`src/rtl/bbox_sample_iter_pkg.sv`:
```
// Shared types and helpers for the bounding-box sample iterator.
// Holds the walker state encoding, box corner indices and the subsample step decode.
package bbox_sample_iter_pkg;

    typedef enum logic {
        WAIT = 1'b0,
        TEST = 1'b1
    } state_t;

    localparam int LL = 0;
    localparam int UR = 1;

    // One-hot sample rate to grid step in fixed point; illegal codes fall back to one per pixel.
    function automatic logic [31:0] step_from_subsample(input logic [3:0] sub_sample,
                                                        input int radix);
        logic [31:0] step;
        case (sub_sample)
            4'b1000: step = 32'd1 << radix;
            4'b0100: step = 32'd1 << (radix - 1);
            4'b0010: step = 32'd1 << (radix - 2);
            4'b0001: step = 32'd1 << (radix - 3);
            default: step = 32'd1 << radix;
        endcase
        return step;
    endfunction

endpackage

```
`src/rtl/bbox_next_sample.sv`:
```
// Raster-order successor of a sample location inside a snapped bounding box,
// plus a flag marking the final (upper-right) location.
module bbox_next_sample #(
    parameter int SIGFIG = 24
) (
    input  logic signed [SIGFIG-1:0] cur_x,
    input  logic signed [SIGFIG-1:0] cur_y,
    input  logic signed [SIGFIG-1:0] ll_x,
    input  logic signed [SIGFIG-1:0] ur_x,
    input  logic signed [SIGFIG-1:0] ur_y,
    input  logic signed [SIGFIG-1:0] step,
    output logic signed [SIGFIG-1:0] next_x,
    output logic signed [SIGFIG-1:0] next_y,
    output logic                     last
);

    always_comb begin
        next_x = cur_x + step;
        next_y = cur_y;
        // End of row: wrap back to the left edge and move up one step.
        if (cur_x == ur_x) begin
            next_x = ll_x;
            next_y = cur_y + step;
        end
        last = (cur_x == ur_x) && (cur_y == ur_y);
    end

endmodule

```
`src/rtl/bbox_sample_iter.sv`:
```
// Walks one triangle's bounding box in raster order, one subsample per cycle,
// halting the bounding-box stage while the walk is in progress.
module bbox_sample_iter
    import bbox_sample_iter_pkg::*;
#(
    parameter int SIGFIG = 24,
    parameter int RADIX  = 10,
    parameter int VERTS  = 3,
    parameter int AXIS   = 3,
    parameter int COLORS = 3
) (
    input  logic                                          clk,
    input  logic                                          rst,
    input  logic signed [VERTS-1:0][AXIS-1:0][SIGFIG-1:0] tri_R13S,
    input  logic        [COLORS-1:0][SIGFIG-1:0]          color_R13U,
    input  logic signed [1:0][1:0][SIGFIG-1:0]            box_R13S,
    input  logic                                          validTri_R13H,
    input  logic        [3:0]                             subSample_RnnnnU,
    output logic                                          halt_RnnnnL,
    output logic signed [VERTS-1:0][AXIS-1:0][SIGFIG-1:0] tri_R14S,
    output logic        [COLORS-1:0][SIGFIG-1:0]          color_R14U,
    output logic signed [1:0][SIGFIG-1:0]                 sample_R14S,
    output logic                                          validSamp_R14H
);

    state_t state_p0;
    state_t state_nxt;

    logic signed [SIGFIG-1:0] ll_x_p0;
    logic signed [SIGFIG-1:0] ur_x_p0;
    logic signed [SIGFIG-1:0] ur_y_p0;
    logic signed [SIGFIG-1:0] step_p0;
    logic signed [SIGFIG-1:0] step_in;
    logic signed [SIGFIG-1:0] next_x;
    logic signed [SIGFIG-1:0] next_y;
    logic                     last;

    assign step_in = SIGFIG'(step_from_subsample(subSample_RnnnnU, RADIX));

    bbox_next_sample #(
        .SIGFIG(SIGFIG)
    ) u_next (
        .cur_x (sample_R14S[0]),
        .cur_y (sample_R14S[1]),
        .ll_x  (ll_x_p0),
        .ur_x  (ur_x_p0),
        .ur_y  (ur_y_p0),
        .step  (step_p0),
        .next_x(next_x),
        .next_y(next_y),
        .last  (last)
    );

    always_ff @(posedge clk) begin
        if (rst) begin
            state_p0 <= WAIT;
        end else begin
            state_p0 <= state_nxt;
        end
    end

    always_comb begin
        state_nxt = state_p0;
        case (state_p0)
            WAIT:    if (validTri_R13H) state_nxt = TEST;
            TEST:    if (last)          state_nxt = WAIT;
            default: state_nxt = WAIT;
        endcase
    end

    // Both handshake outputs decode directly from the state flop.
    always_comb begin
        halt_RnnnnL    = (state_p0 == WAIT);
        validSamp_R14H = (state_p0 == TEST);
    end

    // Triangle, colour and box corners are captured on accept; the sample advances each TEST cycle.
    always_ff @(posedge clk) begin
        if (rst) begin
            tri_R14S    <= '0;
            color_R14U  <= '0;
            sample_R14S <= '0;
            ll_x_p0     <= '0;
            ur_x_p0     <= '0;
            ur_y_p0     <= '0;
            step_p0     <= '0;
        end else if (state_p0 == WAIT) begin
            if (validTri_R13H) begin
                tri_R14S       <= tri_R13S;
                color_R14U     <= color_R13U;
                sample_R14S[0] <= box_R13S[LL][0];
                sample_R14S[1] <= box_R13S[LL][1];
                ll_x_p0        <= box_R13S[LL][0];
                ur_x_p0        <= box_R13S[UR][0];
                ur_y_p0        <= box_R13S[UR][1];
                step_p0        <= step_in;
            end
        end else begin
            sample_R14S[0] <= next_x;
            sample_R14S[1] <= next_y;
        end
    end

endmodule

```
`config.mk`:
```
export PLATFORM = sky130hd
export DESIGN_NAME = bbox_sample_iter
export DESIGN_NICKNAME = d
export VERILOG_FILES = /design/src/rtl/bbox_sample_iter_pkg.sv /design/src/rtl/bbox_next_sample.sv /design/src/rtl/bbox_sample_iter.sv
export SDC_FILE = /design/constraint.sdc
export NUM_CORES = 1
export LEC_CHECK = 0
export CAP_MARGIN = 20
export CORE_AREA = 3 3 283 285
export DETAILED_ROUTE_END_ITERATION = 12
export DIE_AREA = 0 0 286 288
export HOLD_SLACK_MARGIN = 0.02
export PLACE_DENSITY = 0.55
export SLEW_MARGIN = 0
export SYNTH_ARGS = -nofsm -noshare
export SYNTH_HDL_FRONTEND = slang
export SYNTH_SLANG_ARGS = --single-unit
export TNS_END_PERCENT = 10
```
`constraint.sdc`:
```
create_clock -name clk -period 3.13 [get_ports clk]
set_input_delay 0.626 -clock clk [delete_from_list [all_inputs] [get_ports clk]]
set_output_delay 0.626 -clock clk [all_outputs]
set_load 0.01 [all_outputs]
```
## Word-level counts from Yosys, hierarchy flattened

Cells that the tools add are included.

- Register bits: 433
- Input port bits: 391
- Output and inout bits: 338

- Add/subtract/negate cells: 2
- Eq/ne operators: 6
- Muxes and demuxes: 8
- Bitwise logic cells: 1
- Reductions and logical operators: 4

Operator list:

| operator | count |
|---|---|
| $mux 48 | 2 |
| $add 24x24->24 | 2 |
| $eq 24x24->1 | 2 |
| $mux 24 | 2 |
| $pmux 11 s3 | 1 |
| $eq 4x1->1 const B | 1 |
| $eq 4x2->1 const B | 1 |
| $eq 4x3->1 const B | 1 |
| $reduce_and 2->1 | 2 |
| $mux 1 | 2 |
| $ne 2x1->1 const B | 1 |
| $pmux 1 s2 | 1 |
| $reduce_bool 2->1 | 1 |
| $logic_and 1x1->1 | 1 |
| $not 1->1 | 1 |

## Logic depth before layout (Yosys ltp)

- Word-level depth: 4
- Depth in mapped cells: 10
- Gate-level depth less buffers: 8

## Cells and area by module

From an unflattened synthesis, not the netlist that was laid out.

- Cell total of the unflattened synthesis: 2377
- Area, all modules: 18531.5 um^2

By module, submodules not included:

| module | instances | cells an instance | area an instance (um^2) |
|---|---|---|---|
| bbox_sample_iter | 1 | 1851 | 14865.5 |
| bbox_next_sample | 1 | 526 | 3666.0 |

## Least setup slack after synthesis

Ideal clock, no wire load.

- Path kind: register to register
- Start point: reg sample_R14S[31] in the netlist's numbering
- End point: reg sample_R14S[45] in the netlist's numbering
- Arrival: 2.020 ns
- Path slack: 0.993 ns
- Cell stages (with the launch flop): 9
- Path buffers: 0
- Period minus slack after synthesis: 2.137 ns
- Path through: dfxtp_1 ha_1 fa_1 a211oi_1 nor3b_1 nand4_1 xor2_1 a21oi_1 a32o_1

- Cells in the longest elaborated chain, start to end: 3

RTL lines:

| element | RTL line | text |
|---|---|---|
| start, declared | bbox_sample_iter.sv:22 | `output logic signed [1:0][SIGFIG-1:0] sample_R14S,` |
| $add 24x24->24 | bbox_next_sample.sv:23 | `next_y = cur_y + step;` |
| $mux 24 | bbox_next_sample.sv:21 | `if (cur_x == ur_x) begin` |
| $mux 48 | bbox_sample_iter.sv:87 | `end else if (state_p0 == WAIT) begin` |

No other way between the ends. The select of a mux whose other input is x is not followed.
A chain may end at the register's enable or synchronous reset.

## Final worst setup path

- Start point: reg sample_R14S[17] in the netlist's numbering
- End point: reg sample_R14S[15] in the netlist's numbering

- Cells in the longest elaborated chain, start to end: 3

RTL lines:

| element | RTL line |
|---|---|
| $eq 24x24->1 | bbox_next_sample.sv:21 |
| $mux 24 | bbox_next_sample.sv:21 |
| $mux 48 | bbox_sample_iter.sv:87 |

No other way between the ends.

==> results.py <==
metrics = {
    "detailed_routing": {
        "top_layer_used": "met5",
        "via_per_inst": 4.27,
        "post_drt_wl_per_cell_um": 18.2,
        "met1Wirelength_um": 29000,
        "dr_total_vias": 16100,
        "routed_wirelength_um": 68500,
        "wl_met2_um": 32800,
        "dr_wl_met3_um": 4420,
        "antenna_left": 0,
        "drt_iter0_markers": 865,
        "dr.pass1.iters": 4,
        "drcViolationCount": 0,
    },
    "clock_tree": {
        "cts_tree": "yes",
        "clock_sinks": 413,
        "post_cts_buffers": 0,
        "h-tree-depth": 2,
        "clockRootBuffer": "clkbuf_16",
        "numCtsBuffers": 51,
        "clk_path_buf_depth": 3,
        "path_clk_slew_ns": 0.06,
        "postCtsHoldBufs": 0,
        "worstSkewPairLatency_ns": 0.60,
        "cts_resized": 0,
    },
    "synthesis": {
        "synth_cell_types": 47,
        "synth_compound_area_frac": 0.160,
        "synth_seq_cells": 413,
        "synth.net_count": 2411,
        "synthMuxAreaShare": 0.0119,
        "synth_fa_ha_area_frac": 0.00880,
        "synthArstFlopShare": 0,
        "synth_top_family_by_area": "simple AND/OR/NAND/NOR gates",
        "avgSynthCellArea_um2": 7.92,
        "synth-simple-area-share": 0.222,
        "netlist_area_um2": 15900,
        "ys.flop_type": "dfxtp_1",
        "synth-edff-count": 0,
        "yosysSeqAreaShare": 0.519,
        "synth_warnings": 0,
        "synthXorXnorAreaFrac": 0.0396,
        "synthCells": 2010,
    },
    "finish": {
        "nets": 3087,
        "seq_area_um2": 8270,
        "finish.utilization": 0.338,
        "nFillCells": 8277,
        "final_common_cell": "nand2_1",
        "final_cell_mix": "nand2_1, clkdlybuf4s50_1, dfxtp_1, a21oi_1, xor2_1",
        "drive_gt1_frac": 0.0529,
        "areaGrowthSynthToFinish_pct": 65.0,
        "multiInputGateArea_um2": 7060,
    },
    "grt": {
        "grt_pass1_wl_um": 98900,
        "antenna_found_initial": 10,
        "grt_pass1_vias": 15300,
        "grt_max_degree": 123,
        "overflow": 0,
        "grt_usage": 0.156,
    },
    "timing": {
        "tns_ns": 0,
        "hold_viol_final": 0,
        "rsz0062_at_grt": "false",
        "finClkSkew_ns": 0.0277,
        "post-route-period-util": 0.848,
        "slew_headroom": 0.520,
        "finalWorstPathRequiredPeriod_ns": 2.66,
        "clock.fmax_mhz": 377,
        "worst_slew_pin_slew_ns": 0.719,
        "setup_viol": 0,
        "slew_violations": 0,
    },
    "power": {
        "p_leak_uw": 0.00975,
        "power.internal_uw": 10500,
        "p_comb_frac": 0.159,
        "ir_worst_vdd_v": 0.000440,
        "switching_share": 0.259,
        "p_per_area_nw_per_um2": 538,
        "p_sw_uw": 3670,
        "power.sequential.fraction": 0.408,
        "p_clk_frac": 0.432,
    },
    "setup_path": {
        "cp-start-kind": "flop",
        "cp_max_fo": 32,
        "required_ns": 3.61,
        "cp.arrival_ns": 3.14,
        "r2r_slack_ns": 0.47,
        "setup.worst_path.end_class": "flop",
        "path_class": "flop to flop",
    },
    "die": {
        "start_util": 0.205,
        "core_um2": 77600,
        "die_x_um": 286,
        "die_h_um": 288,
        "core.rowCount": 102,
        "io_pins": 729,
        "die_area_um2": 82400,
    },
    "placement": {
        "place_congestion": 0.792,
        "dp_hpwl_um": 50500,
        "port_buffers": 728,
    },
    "run": {
        "maxCapViolCount": 0,
    },
    "outcome": {
        "status": "complete, no violations",
    },
    "min_path": {
        "hold_class": "primary input to flop",
    },
}
area by class of cell:
type / instances / share of cell area
multi-input combinational: 1439 / 0.269
timing repair buffer: 775 / 0.299
clock inverter: 14 / 0.00819
tap: 1040 / 0.0495
clock buffer: 76 / 0.0583
sequential: 413 / 0.315
inverter: 6 / 0.000858
antenna: 1 / 0.0000953
cell usage after synthesis (12+ instances only):
cell type    n  area, um^2
nand3_1     19        95.1
nor2_1      18        67.6
nor2b_1     12        75.1
xor2_1      52         455
nand2_1    767        2880
mux2i_1     19         190
a211oi_1    21         158
xnor2_1     20         175
clkbuf_1   131         492
nor4_1      13        81.3
a21oi_1    382        1910
buf_1       12        45.0
dfxtp_1    413        8270
power groups by stage:
stage	Combinational (uW)	Sequential, uW	Clock (uW)
after global routing	2440	5810	6530
after floorplan	763	5970	0
final	2250	5780	6110
after detailed placement	2270	5890	0
after CTS	2280	5780	6340
after global placement	2270	5880	0
stage by stage:
step                      total power (uW)  worst slack [ns]  instance area, um^2  hold slack (ns)  instances
after detailed placement              8160             0.530                24500            0.445       3673
after CTS                            14400             0.434                26300            0.367       3763
final                                14100             0.475                26300            0.416       3764
after global placement                8150             0.570                24500            0.441       3673
after global routing                 14800             0.306                26300            0.397       3764
after floorplan                       6730             0.993                15900            0.436       2010
state kept, by name, summed over array words and instances (netlist names):
register,flops
color_R14U,72
ur_y_p0,24
sample_R14S,48
tri_R14S,216
validSamp_R14H,1
ll_x_p0,24
ur_x_p0,24
step_p0,4
routing by layer:
metal | track usage | vias to the layer above
met4 | 0.0567 | 6
met2 | 0.259 | 492
met1 | 0.196 | 7476
met3 | 0.0367 | 106
met5 | 0 | -
li1 | - | 8005
critical path, stage by stage, from the launching register on:
cell	delay, ns
dfxtp_1	0.46
xor2_1	0.13
nor4_2	0.35
nand4_2	0.29
or2_2	0.65
and3_1	0.31
a2111oi_2	0.35
final timing paths:
| kind | depth (start not counted) | from | endpoint |
|---|---|---|---|
| setup / recovery | 6 | sample_R14S[17] | sample_R14S[15] |
| hold reg to reg | 2 | color_R14U[50] | color_R14U[50] |
| setup reg to reg | 6 | sample_R14S[17] | sample_R14S[15] |
| hold / removal | 2 | rst | color_R14U[65] |
cells by family (layout without fill, tap and decap cells):
logic type,count (synthesis),after routing
AO/OA/AOI/OAI,463,463
XOR/XNOR,72,72
adder cells (fa/ha/maj),10,10
buffers and inverters,158,871
flip-flops,413,413
multiplexers,19,19
other,0,1
AND/OR/NAND/NOR,875,875
Note: power is estimated with default switching activity, not from simulation.
